--- src/rtl/bubble_page_seq_pkg.sv ---
// Shared types and constants for the bubble page-access sequencer.
// Rotation phase indices refer to bits of the one-hot-low 20-phase rotation bus.
package bubble_seq_pkg;

    typedef enum logic [2:0] {
        IDLE,
        START,
        SEEK,
        ACCESS,
        STOP,
        DONE
    } seq_state_t;

    localparam int ROT_BOUNDARY = 19;
    localparam int ROT_ALIGN    = 0;

    localparam int DEF_PGW   = 12;
    localparam int DEF_PAGES = 2053;

endpackage

--- src/rtl/bubble_page_seq_pos.sv ---
// Absolute page position of the bubble loop: steps once per rotation boundary
// while the front-end is shifting, wraps at PAGES, and flags a match with the target.
module bubble_page_pos
    import bubble_seq_pkg::*;
#(
    parameter int PGW   = DEF_PGW,
    parameter int PAGES = DEF_PAGES
) (
    input  logic           i_MCLK,
    input  logic           i_SYS_RST,
    input  logic           i_TICK,
    input  logic           i_ROT_BND_n,
    input  logic           i_BSEN_n,
    input  logic [PGW-1:0] i_TARGET,
    output logic [PGW-1:0] o_POS,
    output logic           o_MATCH
);

    logic [PGW-1:0] pos_reg;
    logic [PGW-1:0] pos_next;

    // Compare-and-clear keeps the wrap free of any divider.
    always_comb begin
        pos_next = pos_reg;
        if (i_TICK && !i_ROT_BND_n && !i_BSEN_n) begin
            if (pos_reg == PGW'(PAGES - 1))
                pos_next = '0;
            else
                pos_next = pos_reg + 1'b1;
        end
    end

    always_ff @(posedge i_MCLK or posedge i_SYS_RST) begin
        if (i_SYS_RST)
            pos_reg <= '0;
        else
            pos_reg <= pos_next;
    end

    assign o_POS   = pos_reg;
    assign o_MATCH = (pos_reg == i_TARGET);

endmodule

--- src/rtl/bubble_page_seq.sv ---
// Page-access sequencer: starts the shift, seeks the target page, holds the
// replicate or swap strobe for ACC_ROT rotations, then stops the shift.
module bubble_page_seq
    import bubble_seq_pkg::*;
#(
    parameter int PGW       = DEF_PGW,
    parameter int PAGES     = DEF_PAGES,
    parameter int ACC_ROT   = 1,
    parameter int START_TMO = 2
) (
    input  logic           i_MCLK,
    input  logic           i_SYS_RST,
    input  logic           i_CLK2M_PCEN_n,
    input  logic [19:0]    i_ROT20_n,
    input  logic           i_BSEN_n,
    input  logic           i_CMD_REQ,
    input  logic           i_CMD_WR,
    input  logic [PGW-1:0] i_CMD_PAGE,
    output logic           o_CMD_ACK,
    output logic           o_BUSY,
    output logic           o_CNT_START,
    output logic           o_CNT_STOP,
    output logic           o_REP_START,
    output logic           o_SWAP_START,
    output logic           o_VALPG_ACC_FLAG,
    output logic [PGW-1:0] o_CUR_PAGE,
    output logic           o_DONE,
    output logic           o_ERR
);

    localparam int TMO_W = $clog2(START_TMO + 1);
    localparam logic [PGW:0] PAGES_X = PAGES[PGW:0];

    seq_state_t       state_reg, state_next;
    logic             wr_reg, wr_next;
    logic [PGW-1:0]   page_reg, page_next;
    logic [3:0]       rot_cnt_reg, rot_cnt_next;
    logic [TMO_W-1:0] tmo_cnt_reg, tmo_cnt_next;
    logic             ack_reg, ack_next;
    logic             err_reg, err_next;

    logic tick;
    logic at_boundary;
    logic at_align;
    logic shifting;
    logic page_bad;
    logic page_match;
    logic unused_rot;

    assign tick        = ~i_CLK2M_PCEN_n;
    assign at_boundary = ~i_ROT20_n[ROT_BOUNDARY];
    assign at_align    = ~i_ROT20_n[ROT_ALIGN];
    assign shifting    = ~i_BSEN_n;
    assign page_bad    = ({1'b0, i_CMD_PAGE} >= PAGES_X);
    assign unused_rot  = ^i_ROT20_n[18:1];

    bubble_page_pos #(
        .PGW   (PGW),
        .PAGES (PAGES)
    ) u_pos (
        .i_MCLK      (i_MCLK),
        .i_SYS_RST   (i_SYS_RST),
        .i_TICK      (tick),
        .i_ROT_BND_n (i_ROT20_n[ROT_BOUNDARY]),
        .i_BSEN_n    (i_BSEN_n),
        .i_TARGET    (page_reg),
        .o_POS       (o_CUR_PAGE),
        .o_MATCH     (page_match)
    );

    always_ff @(posedge i_MCLK or posedge i_SYS_RST) begin
        if (i_SYS_RST) begin
            state_reg   <= IDLE;
            wr_reg      <= 1'b0;
            page_reg    <= '0;
            rot_cnt_reg <= '0;
            tmo_cnt_reg <= '0;
            ack_reg     <= 1'b0;
            err_reg     <= 1'b0;
        end else begin
            state_reg   <= state_next;
            wr_reg      <= wr_next;
            page_reg    <= page_next;
            rot_cnt_reg <= rot_cnt_next;
            tmo_cnt_reg <= tmo_cnt_next;
            ack_reg     <= ack_next;
            err_reg     <= err_next;
        end
    end

    // Everything advances only on ticks; ack/err pulses last exactly one tick.
    always_comb begin
        state_next   = state_reg;
        wr_next      = wr_reg;
        page_next    = page_reg;
        rot_cnt_next = rot_cnt_reg;
        tmo_cnt_next = tmo_cnt_reg;
        ack_next     = ack_reg;
        err_next     = err_reg;
        if (tick) begin
            ack_next = 1'b0;
            err_next = 1'b0;
            case (state_reg)
                IDLE: begin
                    if (i_CMD_REQ) begin
                        ack_next  = 1'b1;
                        wr_next   = i_CMD_WR;
                        page_next = i_CMD_PAGE;
                        if (page_bad) begin
                            err_next = 1'b1;
                        end else begin
                            state_next   = START;
                            tmo_cnt_next = '0;
                        end
                    end
                end
                START: begin
                    if (shifting) begin
                        state_next = SEEK;
                    end else if (at_boundary) begin
                        if (tmo_cnt_reg == TMO_W'(START_TMO - 1)) begin
                            err_next   = 1'b1;
                            state_next = STOP;
                        end else begin
                            tmo_cnt_next = tmo_cnt_reg + 1'b1;
                        end
                    end
                end
                SEEK: begin
                    if (at_align && page_match) begin
                        state_next   = ACCESS;
                        rot_cnt_next = '0;
                    end
                end
                ACCESS: begin
                    if (at_boundary) begin
                        if (rot_cnt_reg == 4'(ACC_ROT - 1))
                            state_next = STOP;
                        else
                            rot_cnt_next = rot_cnt_reg + 1'b1;
                    end
                end
                STOP: begin
                    if (!shifting)
                        state_next = DONE;
                end
                DONE: begin
                    state_next = IDLE;
                end
                default: begin
                    state_next = IDLE;
                end
            endcase
        end
    end

    // Strobes decode straight from the state register so reset drops them at once.
    always_comb begin
        o_BUSY           = (state_reg != IDLE);
        o_CNT_START      = 1'b0;
        o_CNT_STOP       = 1'b0;
        o_REP_START      = 1'b0;
        o_SWAP_START     = 1'b0;
        o_VALPG_ACC_FLAG = 1'b0;
        o_DONE           = 1'b0;
        case (state_reg)
            START:  o_CNT_START = 1'b1;
            ACCESS: begin
                o_VALPG_ACC_FLAG = 1'b1;
                o_REP_START      = ~wr_reg;
                o_SWAP_START     = wr_reg;
            end
            STOP:   o_CNT_STOP = 1'b1;
            DONE:   o_DONE = 1'b1;
            default: ;
        endcase
    end

    assign o_CMD_ACK = ack_reg;
    assign o_ERR     = err_reg;

endmodule
--- config.mk ---
export PLATFORM = sky130hd
export DESIGN_NAME = bubble_page_seq
export DESIGN_NICKNAME = d
export VERILOG_FILES = /design/src/rtl/bubble_page_seq_pkg.sv /design/src/rtl/bubble_page_seq_pos.sv /design/src/rtl/bubble_page_seq.sv
export SDC_FILE = /design/constraint.sdc
export NUM_CORES = 1
export LEC_CHECK = 0
export CAP_MARGIN = 40
export CORE_MARGIN = 3
export CORE_UTILIZATION = 48
export DETAILED_ROUTE_END_ITERATION = 8
export PLACE_DENSITY = 0.84
export SKIP_CTS_REPAIR_TIMING = 1
export SKIP_LAST_GASP = 1
export SYNTH_ARGS = -nofsm -noshare
export SYNTH_HDL_FRONTEND = slang
export SYNTH_SLANG_ARGS = --single-unit
--- constraint.sdc ---
create_clock -name i_MCLK -period 2 [get_ports i_MCLK]
set_input_delay 0.4 -clock i_MCLK [delete_from_list [all_inputs] [get_ports i_MCLK]]
set_output_delay 0.4 -clock i_MCLK [all_outputs]
set_load 0.05 [all_outputs]
# Word-level counts from Yosys, hierarchy flattened
# Index checks and enable logic that the tools add are counted.
[classes]
addsub = 3
mul = 0
div = 0
order_cmp = 1
eq_ne = 20
shifts = 0
mux = 35
n_bitwise = 3
reduce_logical = 14
[ops]
columns = ["cell", "n"]
rows = [
  ["$mux W3", 9],
  ["$ne A2 B2 Y1 const B", 10],
  ["$pmux W3 S5", 1],
  ["$mux W1", 13],
  ["$add A12 B1 Y12 const B", 1],
  ["$eq A12 B12 Y1", 1],
  ["$eq A12 B12 Y1 const B", 1],
  ["$ge A12 B12 Y1 const B", 1],
  ["$mux W12", 1],
  ["$mux W4", 3],
  ["$mux W2", 5],
  ["$reduce_and A9 Y1", 1],
  ["$pmux W4 S2", 1],
  ["$reduce_and A7 Y1", 1],
  ["$eq A3 B2 Y1 const B", 2],
  ["$eq A3 B3 Y1 const B", 2],
  ["$ne A3 B3 Y1 const B", 2],
  ["$reduce_and A5 Y1", 1],
  ["$add A4 B1 Y4 const B", 1],
  ["$logic_not A4 Y1", 1],
  ["$pmux W2 S2", 1],
  ["$reduce_bool A2 Y1", 2],
  ["$eq A3 B1 Y1 const B", 1],
  ["$logic_and A1 B1 Y1", 3],
  ["8 further kinds", 11],
]
[word_totals]
reg_bits = 36
latch_bits = 0
ramBits = 0
rom_bits = 0
inputBits = 38
out_inout_bits = 21
word_cells = 84
mem_count = 0

# Logic depth before layout (Yosys ltp)
[logic_depth]
ltp_word = 5
ltp_mapped = 6
mapped_depth_nobuf = 6

# Cells and area by module
# From an unflattened synthesis, not the netlist that was laid out.
[hier_totals]
hier_cells = 200
area_unflattened_um2 = 2038.2
[by_module_without_submodules]
columns = ["module", "n_inst", "cells_each", "area_each_um2", "seq_area_each_um2"]
rows = [
  ["bubble_page_seq", 1, 119, 1253.7, 600.6],
  ["bubble_page_pos", 1, 81, 784.5, 300.3],
]

# Worst setup path before layout
# Ideal clock, no wire load.
[synth_path]
path_type = "register -> register"
start = "reg state_reg[2]"
end = "reg err_reg (netlist: o_ERR)"
setup_ns = 0.078
t_arrival_ns = 2.367
required_ns = 1.922
path_slack_ns = -0.445
stages_incl_launch_ff = 6
n_path_buf = 1
synth_period_minus_slack_ns = 2.445
cell_sequence = "dfrtp_1 -> buf_2 -> nor3b_1 -> and4b_2 -> a311oi_1 -> a21oi_1"
[synth_via]
elab_chain_cells = 2
elab_cells_between_ends = 3
cone_classes = "eq/ne: 1; mux: 1; reduce/logical: 1"
[synth_lines]
columns = ["element", "line", "rtl"]
rows = [
  ["start: declaration", "bubble_page_seq.sv:34", "seq_state_t state_reg, state_next;"],
  ["start signal: assignment", "bubble_page_seq.sv:81", "state_reg <= state_next;"],
  ["$eq A3 B1 Y1 or $logic_not A3 Y1 (tied branches)", "bubble_page_seq.sv:103", "case (state_reg)"],
  ["$pmux W1 S2 (*)", "bubble_page_seq.sv:103", ""],
  ["end signal: assignment", "bubble_page_seq.sv:87", "err_reg <= err_next;"],
  ["end: declaration", "bubble_page_seq.sv:40", "logic err_reg, err_next;"],
]
# Mark *: on every way between the ends. The rest lies on a longest branch, timed or not.
# A chain may end at the register's enable or synchronous reset.

# Final worst setup path
[layout_path]
start = "reg state_reg[2]"
end = "out o_SWAP_START"
[layout_via]
elab_chain_cells = 2
[layout_lines]
columns = ["element", "line", "rtl"]
rows = [
  ["$eq A3 B2 Y1", "bubble_page_seq.sv:166", "case (state_reg)"],
  ["$mux W1", "bubble_page_seq.sv:166", ""],
  ["end: declaration", "bubble_page_seq.sv:24", "output logic o_SWAP_START,"],
]
# Every way passes these cells.

==> metrics <==
clk root buf clkbuf_8; Post-synth ARST share 100%; DR iter-0 viols 107; die width 71.6 um; GPL Wtd Cong 0.816; Flop pwr share 35.8%; total power 3.51 mW; Lkg Pwr 1.22 nW; Peak VDD IR 0.847 mV; EDFF count, synth 0; Critical Path Source state_reg[2]; worst hold path class reg -> reg; n_diodes 0; warnings from Yosys 0; largest stage delay on the critical path 450 ps; WS Path Type reg -> out; CTS max path bufs 2; IO buf count 40; Net Switching 1.42 mW; largest net degree at the start of global routing 37; crit-path cells nand3b_1, inv_1, and2_2, buf_12; total wire length 4760 um; # setup viols final 0; cell depth of the worst hold path 1; Power Density 1280 nW/um^2; H-tree depth 2; CTS tree yes; WHS Endpoint o_CMD_ACK; CTS clk-pin slew, worst paths 70 ps; Cell Area, Synth 2070 um^2; dpl cells 299; DRT Pass-1 Iters 4; CORE AREA 4090 um^2; worst slew pin tran 491 ps; commonest non-fill, non-tap cell in the layout dfrtp_1; status finished, final reports clean; Sw Ratio 40.5%; chip height 71.6 um; fin cells 307; Fin Clk Skew 4.98 ps; Pint 2.09 mW; vias per cell 5.45; Area growth syn-to-layout 33.1%; main flop type after synthesis dfrtp_1; unrepaired setup endpoints after global routing false; r2r setup slk 140 ps; CP endpoint kind output port; r2r endpoint tmo_cnt_reg[1]; Clk Latency, worst-skew pair 280 ps; Hold WS 498 ps; grt total ovfl 0; CP max stage cell dfrtp_1; flop and latch count out of synthesis 36; Avg Cell Area, Syn 10.3 um^2; crit start category flop; clock share of power 15.9%; I/O pin cnt 59; TritonCTS sink count 36; Critical path buffers and inverters 2; Peak Freq 528 MHz; Crit path max-delay family flip-flops; sequential-to-total area share from yosys stat 43.6%; Worst EP required 1600 ps; fin worst setup slack 105 ps; fin. max-slew vios 0; Post-Synthesis Cells 201; Via Count 1,673; final core occ 67.3%; headroom to the max-slew limit 67.1%; Final Hold Viols 0; Starting Density 50.6%; Max Cap Violations 0; hold path start o_CMD_ACK; vias in the first global route 1,776; number of distinct library cells after synthesis 52; FF-to-FF Start tmo_cnt_reg[0]; initial antenna violation count 0; critical-path maximum fanout 5; Post-DP HPWL 3520 um; Post-Place Setup Slack -158 ps; Nets 300; first-pass GRT wire length 8350 um; Tot GR Track Use 20.8%; worst-case reg-to-reg path depth 5; row cnt 23; Worst EP arrival 1500 ps; commonest non-fill, non-tap cells in the layout 36 x dfrtp_1, 28 x buf_4, 21 x clkdlybuf4s50_1; Final min period 1900 ps; Comb pwr share 48.3%; DRC Markers 0; Routed Antenna Nets 0; final period utilization 94.8%; syn_nets 244; Fillers 314; WL per Instance 15.5 um; full die area 5130 um^2; TritonCTS Buffers 5; fraction of layout cells with a size suffix above 1 26.1%
-- worst max path at each step --
| stage | endpoint | cells after the start |
|---|---|---|
| after floorplan | page_reg[0] | 5 |
| after global placement | tmo_cnt_reg[1] | 5 |
| after detailed placement | tmo_cnt_reg[1] | 5 |
| after CTS | o_SWAP_START | 4 |
| after global routing | tmo_cnt_reg[1] | 5 |
| final | o_SWAP_START | 4 |
-- cells in the mapped netlist (4+ instances only) --
library cell | number | area (um^2)
nand2_1 | 11 | 41.3
dfrtp_1 | 36 | 901
a21oi_1 | 5 | 25.0
xor2_1 | 4 | 35.0
o21ai_0 | 11 | 55.1
nand3_1 | 7 | 35.0
inv_1 | 13 | 48.8
nand4_1 | 4 | 25.0
nor4_1 | 4 | 25.0
nor2_1 | 14 | 52.6
xnor2_1 | 17 | 149
ha_1 | 5 | 62.6
mux2_2 | 13 | 146
-- worst reg2reg max path, cell delays in order, from the launching register on --
cell and delay, ps:
dfrtp_1 410, ha_1 240, or3b_1 410, a2111oi_4 370, mux2i_1 220, o21ai_0 100
-- power groups by stage --
stage                     combinational, mW  clock, mW  sequential [mW]
after floorplan                        1.03          0             1.35
after global placement                 1.63          0             1.26
after detailed placement               1.68          0             1.27
after CTS                              1.70      0.572             1.26
after global routing                   1.87      0.591             1.30
final                                  1.70      0.558             1.26
-- stage by stage --
| step | instance area (um^2) | TNS, ps |
|---|---|---|
| 3_5_place_dp | 2650 | -544 |
| 2_1_floorplan | 2070 | 0 |
| 3_3_place_gp | 2650 | -498 |
| 5_1_grt | 2750 | 0 |
| 4_1_cts | 2740 | 0 |
| 6_report | 2750 | 0 |
-- kinds of logic after synthesis --
logic type	share of synthesized area, %
AOI/OAI and AO/OA	12.0
xor gates and xnor gates	8.90
adders and majority gates	3.03
buffers and inverters	4.36
DFF	43.6
muxes	8.54
and+or+nand+nor	19.6
-- cell type report --
cell class | instances | area, um^2 | area share [%]
clock buffer | 7 | 96.3 | 3.50
inverter | 13 | 48.8 | 1.77
multi-input combinational | 145 | 1080 | 39.3
sequential | 36 | 901 | 32.7
tap | 50 | 62.6 | 2.27
timing repair buffer | 56 | 561 | 20.4
-- per-layer routing --
layer  share of wire [%]  track usage (%)  up-vias
li1                    -                -      821
met1                  45             26.3      802
met2                  48             34.3       40
met3                 4.6             5.19       10
met4                 2.2             8.14        0
met5                   0                0        -
Power figures use the tool's default switching activity.
